$ cat src/rtl/instr_fetch_unit.sv
// Instruction fetch sequencer: owns the PC, fetches words from program memory
// over req/ack, and hands them to decode over valid/ready.
module instr_fetch_unit #(
  parameter int PC_W    = 10,
  parameter int INSTR_W = 16,
  parameter int OPC_W   = 6,
  parameter int TIMEOUT = 15
) (
  input  logic               clk,
  input  logic               reset,
  output logic               mem_req,
  output logic [PC_W-1:0]    mem_addr,
  input  logic               mem_ack,
  input  logic [INSTR_W-1:0] mem_rdata,
  output logic               instr_valid,
  input  logic               instr_ready,
  output logic [INSTR_W-1:0] instr,
  output logic [OPC_W-1:0]   opcode,
  input  logic               s_inc,
  output logic [PC_W-1:0]    pc,
  output logic               bus_err
);

  localparam int CNT_W = $clog2(TIMEOUT + 1);

  typedef enum logic [1:0] {
    START = 2'd0,
    FETCH = 2'd1,
    VALID = 2'd2,
    RETRY = 2'd3
  } state_t;

  state_t             state_r;
  logic [PC_W-1:0]    pc_r;
  logic [INSTR_W-1:0] instr_r;
  logic               instr_valid_r;
  logic               mem_req_r;
  logic               bus_err_r;
  logic [CNT_W-1:0]   tcnt_r;
  logic [PC_W-1:0]    next_pc_s;

  assign mem_req     = mem_req_r;
  assign mem_addr    = pc_r;
  assign instr_valid = instr_valid_r;
  assign instr       = instr_r;
  assign opcode      = instr_r[INSTR_W-1 -: OPC_W];
  assign pc          = pc_r;
  assign bus_err     = bus_err_r;

  // Next PC: sequential increment (wraps silently) or the jump target in the low bits.
  always_comb begin
    next_pc_s = pc_r;
    if (s_inc) begin
      next_pc_s = pc_r + {{(PC_W-1){1'b0}}, 1'b1};
    end else begin
      next_pc_s = instr_r[PC_W-1:0];
    end
  end

  // Fetch sequencer; all outputs are registered here.
  always_ff @(posedge clk) begin
    if (reset) begin
      state_r       <= START;
      pc_r          <= {PC_W{1'b0}};
      instr_r       <= {INSTR_W{1'b0}};
      instr_valid_r <= 1'b0;
      mem_req_r     <= 1'b0;
      bus_err_r     <= 1'b0;
      tcnt_r        <= {CNT_W{1'b0}};
    end else begin
      bus_err_r <= 1'b0;
      case (state_r)
        // One idle cycle drops any ack left over from a fetch cut short by reset.
        START: begin
          mem_req_r <= 1'b1;
          tcnt_r    <= {CNT_W{1'b0}};
          state_r   <= FETCH;
        end
        FETCH: begin
          if (mem_ack) begin
            instr_r       <= mem_rdata;
            instr_valid_r <= 1'b1;
            mem_req_r     <= 1'b0;
            tcnt_r        <= {CNT_W{1'b0}};
            state_r       <= VALID;
          end else if (tcnt_r == CNT_W'(TIMEOUT - 1)) begin
            mem_req_r <= 1'b0;
            bus_err_r <= 1'b1;
            tcnt_r    <= {CNT_W{1'b0}};
            state_r   <= RETRY;
          end else begin
            tcnt_r <= tcnt_r + {{(CNT_W-1){1'b0}}, 1'b1};
          end
        end
        RETRY: begin
          mem_req_r <= 1'b1;
          state_r   <= FETCH;
        end
        VALID: begin
          if (instr_ready) begin
            pc_r          <= next_pc_s;
            instr_valid_r <= 1'b0;
            mem_req_r     <= 1'b1;
            state_r       <= FETCH;
          end else begin
            state_r <= VALID;
          end
        end
        default: begin
          state_r       <= START;
          instr_valid_r <= 1'b0;
          mem_req_r     <= 1'b0;
          tcnt_r        <= {CNT_W{1'b0}};
        end
      endcase
    end
  end

endmodule

$ cat config.mk
export PLATFORM = sky130hd
export DESIGN_NAME = instr_fetch_unit
export DESIGN_NICKNAME = d
export VERILOG_FILES = /design/src/rtl/instr_fetch_unit.sv
export SDC_FILE = /design/constraint.sdc
export NUM_CORES = 1
export LEC_CHECK = 0
export CAP_MARGIN = 20
export CORE_UTILIZATION = 44
export DETAILED_ROUTE_END_ITERATION = 10
export HOLD_SLACK_MARGIN = 0.02
export PLACE_DENSITY = 0.79
export REMOVE_ABC_BUFFERS = 1
export SLEW_MARGIN = 15
export SYNTH_ARGS = -nofsm -noshare
export SYNTH_HDL_FRONTEND = slang
export SYNTH_SLANG_ARGS = --single-unit
$ cat constraint.sdc
create_clock -name clk -period 1.7 [get_ports clk]
set_clock_uncertainty 0.05 [all_clocks]
set_input_delay 0.17 -clock clk [delete_from_list [all_inputs] [get_ports clk]]
set_output_delay 0.17 -clock clk [all_outputs]
set_load 0.05 [all_outputs]
**After elaboration in Yosys (flattened, before gate mapping)**

Cells that the tools add are included.

- Register bits: 35
- Bits of input ports: 21
- Output and inout bits: 45

- Add/subtract/negate cells: 2
- Equal/unequal tests: 7
- Muxes and demuxes: 16
- Bitwise gates (word level): 1
- Reductions and logical operators: 9

Operator list:

| operator | number |
|---|---|
| adder 10 x 1 -> 10 bit (second input constant) | 1 |
| 2-to-1 mux 10 bit | 1 |
| 2-to-1 mux 4 bit | 2 |
| case mux 4 bit (2 select lines) | 1 |
| 2-to-1 mux 1 bit | 6 |
| 2-to-1 mux 2 bit | 3 |
| case mux 2 bit (3 select lines) | 1 |
| AND reduction 2 bit | 3 |
| adder 4 x 1 -> 4 bit (second input constant) | 1 |
| == test 2 bit (second input constant) | 2 |
| == test 4 bit (second input constant) | 1 |
| inequality test 2 bit (second input constant) | 2 |
| nonzero test 2 bit | 2 |
| inequality test 3 bit (second input constant) | 1 |
| case mux 1 bit (3 select lines) | 1 |
| AND reduction 3 bit | 1 |
| OR reduction 3 bit | 1 |
| == test 2 x 1 -> 1 bit (second input constant) | 1 |
| zero test 2 bit | 1 |
| case mux 1 bit (2 select lines) | 1 |
| OR reduction 2 bit | 1 |
| NOT 1 bit | 1 |

**Longest topological paths before layout**

Gate-level depths: netlist (run 1).

- Depth after elaboration: 4
- Gate-level depth with buffers: 7

**Worst setup path after synthesis (run 1)**

Ideal clock, no wire load.

- Kind: reg2reg
- Start point: register pc_r[1] (netlist: mem_addr[1])
- End point: register pc_r[6] (netlist: mem_addr[6])
- Library setup time: 0.115 ns
- Data arrival time: 1.569 ns
- Setup slack: -0.034 ns
- Stages on the path, launching flop included: 6
- Buffers on the path: 0
- Cells stage by stage: dfxtp_1 -> ha_1 -> and4_1 -> a41o_1 -> a21oi_1 -> o21a_1

- Longest elaborated chain between the ends: 2

Ends and longest elaborated chain:

| what | RTL line | RTL |
|---|---|---|
| start: declaration | 34 | `logic [PC_W-1:0] pc_r;` |
| start signal: assignment | 64 | `pc_r <= {PC_W{1'b0}};` |
| start signal: assignment | 101 | `pc_r <= next_pc_s;` |
| adder 10 x 1 -> 10 bit | 54 | `next_pc_s = pc_r + {{(PC_W-1){1'b0}}, 1'b1};` |
| 2-to-1 mux 10 bit | 53 | `if (s_inc) begin` |

No other way between the ends.
A chain may end at the register's enable or synchronous reset.

**Worst setup path in the final report (run 1)**

- Start point: register bus_err_r (netlist: bus_err)
- End point: output bus_err

RTL lines:

| what | RTL line | RTL |
|---|---|---|
| start: declaration | 38 | `logic bus_err_r;` |
| start signal: assignment | 68 | `bus_err_r <= 1'b0;` |
| start signal: assignment | 71 | `bus_err_r <= 1'b0;` |
| start signal: assignment | 88 | `bus_err_r <= 1'b1;` |
| end: declaration | 21 | `output logic bus_err` |

No word-level cell between the ends.

==> results of run 1 <==
sequential cells by signal (all words and copies together), names as in the netlist:
register	cells
instr	16
mem_addr	10
tcnt_r	4
state_r	2
bus_err	1
instr_valid	1
mem_req	1
final cells by class:
class	instances	share of cell area [%]
timing repair buffer	74	26.0
clock inverter	2	0.524
multi-input combinational	152	37.6
tap	48	2.52
inverter	6	0.943
clock buffer	6	3.04
sequential	35	29.4
power by group through the flow:
stage	sequential (uW)	combinational, uW	clock, uW
2_1_floorplan	1410	401	0
3_3_place_gp	1030	1170	0
4_1_cts	1020	1190	611
5_1_grt	1030	1290	644
6_report	1010	1190	596
3_5_place_dp	1030	1190	0
cells by family after synthesis:
group | count (synthesis) | synth area share, %
compound gates | 60 | 21.2
fa+ha+maj | 7 | 4.89
buf+inv | 32 | 10.8
flops | 35 | 39.2
mux | 2 | 1.12
simple gates | 83 | 22.8
cells in the final DEF (no fill, tap or decap), types with 3 or more instances in the layout:
cell,count
a211oi_1,3
a21oi_1,31
a31oi_1,3
buf_4,52
clkbuf_8,5
clkdlybuf4s50_1,21
dfxtp_1,35
ha_1,7
inv_1,6
nand2_1,43
nand3_1,5
nor2_1,9
nor2b_1,4
nor3_2,3
nor3b_1,3
o21ai_0,8
worst max-delay path by stage:
stage,endpoint,slack [ns],cells after the start
CTS,mem_addr[1]$_SDFFE_PP0P_,0.07,6
detailed placement,mem_addr[1]$_SDFFE_PP0P_,0.11,6
global route,mem_addr[8]$_SDFFE_PP0P_,0.02,6
global placement,mem_addr[1]$_SDFFE_PP0P_,0.14,5
floorplan,mem_addr[6]$_SDFFE_PP0P_,-0.39,5
finish,bus_err,0.09,1
synthesized netlist by cell type (2+ instances only):
cell and instances:
dfxtp_1 35, o21ai_0 8, o21a_1 2, inv_1 6, buf_4 19, nor2b_1 4
a21o_1 2, buf_2 2, nand2_1 44, clkbuf_1 4, nor3b_1 3, nand3_1 5
a21oi_1 31, nor2_1 9, nor3_1 2, a211oi_1 3, and3_1 2, a31oi_1 3
ha_1 7, mux2i_1 2, nor3_2 3
per-layer routing:
metal | global-route usage, % | wire length (um)
met3 | 4.66 | 199
met4 | 8.97 | 59
met2 | 32.9 | 1870
met5 | 0 | 0
met1 | 25.4 | 1900
per-stage QoR:
step / util, % / TNS [ns]
after floorplan: - / -1.79
after global placement: 60.9 / 0
after CTS: 63.2 / 0
final: 63.3 / 0
after detailed placement: 60.9 / 0
after global routing: 63.3 / 0
==> metrics.md, run 1 <==
| Metric | Value |
|---|---|
| Logic pwr share | 42.5% |
| WS Path Type | reg -> out |
| Io pins | 66 |
| Post-synthesis cell type count | 44 |
| Fin nets | 302 |
| Std-Cell Rows | 22 |
| Synth area leader | dfxtp_1 |
| CP endpoint kind | primary output |
| Max-slew violations | 0 |
| Peak VDD IR | 660 uV |
| Crit-path cells | clkdlybuf4s50_1 |
| Worst EP arrival | 1.39 ns |
| Die Wd | 65.8 um |
| Clock latency on the worst-skew pair | 0.29 ns |
| Fill cell count | 332 |
| Placed cells | 315 |
| Dpl hpwl | 2860 um |
| Primary FF master, synth | dfxtp_1 |
| GRT Resource Usage Total | 20.3% |
| Fmax | 619 MHz |
| Post-place instance area | 2300 um^2 |
| Routed len/inst | 12.5 um |
| DRT Pass-1 Iters | 5 |
| First-pass GRT wire length | 6690 um |
| Hold_buf cts | 0 |
| Tightest Pin Transition | 0.490 ns |
| Via count | 1662 |
| Initial Util | 47.4% |
| Die H | 65.8 um |
| IO buf count | 65 |
| Required time of the worst setup path | 1.48 ns |
| Flop2flop setup slack | 0.16 ns |
| Clock tree buffer depth | 2 |
| Leak Pwr | 0.000963 uW |
| Final period utilization | 95.0% |
| Worst Hold Path EP | instr[7]$_SDFFE_PP0P_ |
| Status | finished clean |
| Synth top area cells | dfxtp_1, nand2_1, a21oi_1, buf_4, ha_1 |
| Register area | 701 um^2 |
| Seq/Total Area, Yosys | 39.2% |
| Critical Path Source Type | flop |
| Final WS setup | 0.0853 ns |
| CP peak stage delay | 0.79 ns |
| Synth Area per Inst | 8.17 um^2 |
| Share of cells above drive strength 1 | 26.5% |
| DRC | 0 |
| Area of the mapped netlist | 1790 um^2 |
| Async SR Flop Fraction | 0% |
| Core area | 3770 um^2 |
| Slowest CP cell | clkdlybuf4s50_1 |
| Largest net degree at the start of global routing | 37 |
| Max Cap Viol | 0 |
| Hold Path Depth | 3 |
| CP startpoint | bus_err$_SDFF_PP0_ |
| Syn-to-layout area delta | 33.4% |
| Reg2reg path depth | 6 |
| Root buffer cell | clkbuf_8 |
| Switching power | 1170 uW |
| Post-Syn Instances | 219 |
| Total power | 2800 uW |
| Number of global-route vias before repair | 1513 |
| Routability Congestion | 0.786 |
| Routed Antenna Nets | 0 |
| Min cycle time layout | 1.61 ns |
| Hold Slack | 0.365 ns |
| Postcts setup bufs | 0 |
| Power Density | 1170 nW/um^2 |
| CTS tree | done |
| N_diodes | 0 |
| P_int | 1630 uW |
| Fin area | 2390 um^2 |
| Sw Share | 41.8% |
| RSZ-0062 raised after global routing | no |
| Die area | 4330 um^2 |
| Post-synth EDFFs | 0 |
| Initial antenna violation count | 0 |
| Crit path buffers/inverters | 1 |
| Register share of total power | 36.2% |
| Global route total overflow | 0 |
| Worst slack at placement | 0.107 ns |
| CTS clk-pin slew, worst paths | 0.08 ns |
| Reg2reg start | state_r[0]$_SDFFE_PP0P_ |
| Slew margin rel. | 67.2% |
| Critical R2R Capture | mem_addr[8]$_SDFFE_PP0P_ |
| H-tree Lvls | 2 |
| CP max FO | 1 |
| Num CTS Buffers | 5 |
| Resize count post-CTS | 0 |
| Drt first-iter violations | 149 |
| Top-area cell type share of the netlist area | 39.2% |
| HP Start | mem_rdata[7] |
| Final Hold Fails | 0 |
| Vias/cell | 5.15 |
| Clock power share | 21.3% |
| Post-Layout Cell Count | 323 |
| Routed Wire Length | 4030 um |
| Multi-input logic area | 898 um^2 |
| Hold WC Path Type | in -> reg |
| CTS sink cnt | 35 |
| Yosys reg bits | 35 |
| Syn. warnings | 0 |
| Final setup fails | 0 |
| CP top delay family | buffers and inverters |
Note: power is estimated with default switching activity, not from simulation.
==> inputs of run 2 (changes only) <==
Settings changed: CORE_UTILIZATION 44 to 55, DONT_BUFFER_PORTS set to 1, PLACE_DENSITY 0.79 to 0.7.
==> run 2 against run 1 <==
  * Fmax up 0.58%
  * Largest power group unchanged
  * Global-route usage up 3.1 points
  * Clock power down 15%
  * Critical endpoint is now mem_addr[8]$_SDFFE_PP0P_
  * Register-to-register slack worse by 0.07 ns
  * Routed wire length down 2.9%
  * Via count down 4.6%
  * Critical path depth up 5
  * Sequential share of layout area up 3.2 points
  * Setup slack better by 0.0093 ns
  * Cell area down 9.8%
==> metrics.md, run 2 (same netlist as run 1, synthesis figures left out) <==
| Metric | Value |
|---|---|
| Status | finished clean |
| Met2 Use GR | 40.1% (+7.2 points) |
| Critical R2R Capture | mem_addr[8]$_SDFFE_PP0P_ |
| Gr busiest metal | met2 |
| Drt first-iter violations | 83 (-44%) |
| Power Density | 1210 nW/um^2 (+3.1%) |
| Dpl hpwl | 2540 um (-11%) |
| Reg2reg path depth | 6 (unchanged) |
| GRT met1 Usage | 28.3% (+2.9 points) |
| First-pass GRT wire length | 6180 um (-7.7%) |
| Max-slew violations | 0 (unchanged) |
| Postcts setup bufs | 0 (unchanged) |
| Setup TNS | 0 ns (unchanged) |
| Worst EP arrival | 1.77 ns (+0.38 ns) |
| Syn-to-layout area delta | 20.3% |
| CP max FO | 13 (+12) |
| Fmax | 623 MHz (+0.58%) |
| Commonest non-fill, non-tap cell in the layout | nand2_1 |
| Critical Path Source Type | flop |
| Routed len/inst | 13.4 um (+7.5%) |
| Global route total overflow | 0 (unchanged) |
| Die H | 59.0 um (-10%) |
| Root buffer cell | clkbuf_4 |
| Clock tree buffer depth | 2 (unchanged) |
| Routed Antenna Nets | 0 (unchanged) |
| Reg2reg start | state_r[0]$_SDFFE_PP0P_ |
| Met3 usage | 5.24% (+0.59 points) |
| Largest net degree at the start of global routing | 37 (unchanged) |
| Initial antenna violation count | 0 (unchanged) |
| CTS sink cnt | 35 (unchanged) |
| Crit-path cells | inv_1 > ha_1 > and2_2 > and3_1 > a21oi_1 > a21oi_1 |
| WS Path Type | reg -> reg |
| Max FFs per register | 16 (unchanged) |
| Max Cap Viol | 0 (unchanged) |
| Crit path buffers/inverters | 1 (unchanged) |
| Peak VDD IR | 830 uV (+26%) |
| DRC | 0 (unchanged) |
| Core area | 3080 um^2 (-18%) |
| Initial Util | 58.1% (+11 points) |
| Die Wd | 59.0 um (-10%) |
| Number of global-route vias before repair | 1451 (-4.1%) |
| Flop2flop setup slack | 0.09 ns (-0.07 ns) |
| RSZ-0062 raised after global routing | no |
| IO buf count | 0 (-100%) |
| CP peak stage delay | 0.38 ns (-0.41 ns) |
| Required time of the worst setup path | 1.87 ns (+0.39 ns) |
| Final Hold Fails | 0 (unchanged) |
| N_diodes | 0 (unchanged) |
| Slew margin rel. | 68.5% (+1.3 points) |
| Io pins | 66 (unchanged) |
| Share of cells above drive strength 1 | 20.2% (-6.4 points) |
| CP most frequent cell | a21oi_1 |
| Die area | 3490 um^2 (-19%) |
| Num CTS Buffers | 5 (unchanged) |
| CTS tree | done |
| CP top delay family | simple AND/OR/NAND/NOR gates |
| DRT Pass-1 Iters | 4 (-1) |
| CTS clk-pin slew, worst paths | 0.10 ns (+0.02 ns) |
| Final setup fails | 0 (unchanged) |
| Vias/cell | 5.43 (+5.6%) |
| Final WS setup | 0.0946 ns (+0.00931 ns) |
| Routed Wire Length | 3910 um (-2.9%) |
| Hold WC Path Type | in -> reg |
| Min cycle time layout | 1.61 ns (-0.00931 ns) |
| Leak Pwr | 0.000827 uW (-14%) |
| Std-Cell Rows | 20 (-9.1%) |
| Worst slack at placement | 0.0180 ns (-0.0895 ns) |
| Final period utilization | 94.4% (-0.55 points) |
| Hold Path Depth | 3 (unchanged) |
| Clock latency on the worst-skew pair | 0.33 ns (+0.04 ns) |
| CP endpoint kind | flop |
| Routability Congestion | 0.835 (+6.3%) |
| Worst Hold Path EP | mem_req$_SDFFE_PP0P_ |
| H-tree Lvls | 2 (unchanged) |
| GRT Resource Usage Total | 23.4% (+3.1 points) |
| Fin nets | 275 (-8.9%) |
| Via count | 1586 (-4.6%) |
| Most frequent cells in the layout | nand2_1, dfxtp_1, a21oi_1 |
| HP Start | instr_ready |
| Tightest Pin Transition | 0.471 ns (-0.0190 ns) |
| Slowest CP cell | dfxtp_1 |
## run 2: cell types whose count changed in the layout (fill, tap and decap cells not counted)
cell	delta
buf_4	-23
clkbuf_4	+5
clkbuf_8	-3
clkdlybuf4s50_1	-21
clkinv_2	-1
clkinvlp_4	-1
dlygate4sd3_1	+17
## run 2: through the flow
step | utilization [%] | power (uW) | area (um^2) | instances | hold slack (ns)
finish | 70.0 | 2610 | 2150 | 292 | 0.0492
global route | 70.0 | 2750 | 2150 | 292 | 0.0388
CTS | 69.9 | 2620 | 2150 | 292 | 0.0349
detailed placement | 61.4 | 2070 | 1890 | 266 | 0.194
global placement | 61.4 | 2030 | 1890 | 266 | 0.192
floorplan | - | 1810 | 1620 | 193 | 0.189
## run 2: repair_timing
action,in CTS,in global routing
resized for setup,1,1
endpoints found under the setup margin,1,1
hold endpoints to repair,35,0
hold buffers,18,0
## run 2: final cells by class
class                           count  area [um^2]
Clock buffer                        8         68.8
Fill cell                         247          925
Inverter                            6         22.5
Multi-Input combinational cell    152          898
Sequential cell                    35          701
Tap cell                           44         55.1
Timing Repair Buffer               47          408
## run 2: worst max path at each step
stage	from	endpoint	slack, ns	depth (start not counted)
after floorplan	mem_addr[1]$_SDFFE_PP0P_	mem_addr[6]$_SDFFE_PP0P_	-0.39	5
after CTS	state_r[0]$_SDFFE_PP0P_	mem_addr[0]$_SDFFE_PP0P_	0.09	5
after global placement	state_r[0]$_SDFFE_PP0P_	state_r[0]$_SDFFE_PP0P_	0.13	5
after global routing	state_r[1]$_SDFFE_PP0P_	instr[5]$_SDFFE_PP0P_	0.01	5
after detailed placement	state_r[0]$_SDFFE_PP0P_	mem_addr[2]$_SDFFE_PP0P_	0.02	6
final	state_r[0]$_SDFFE_PP0P_	mem_addr[8]$_SDFFE_PP0P_	0.09	6
## run 2: per-layer routing
layer / part of all wire, % / up-vias / wire (um)
met2: 50 / 56 / 1980
met4: 0.87 / 0 / 34
li1: - / 799 / -
met5: 0 / - / 0
met1: 42 / 726 / 1630
met3: 7.0 / 5 / 273
## run 2: tightest hold or removal path: cells and delay by family
family / cells / cell delay, ns
AND/OR/NAND/NOR: 1 / 0.09
AO/OA/AOI/OAI: 1 / 0.09
buffers and inverters: 1 / 0.04
## run 2: power by group
group | leakage [uW] | switching (uW) | total, uW | internal [uW]
clock | 0.0000386 | 261 | 504 | 243
combinational | 0.000504 | 763 | 1100 | 338
sequential | 0.000284 | 73.2 | 1000 | 928
total | 0.000827 | 1100 | 2610 | 1510
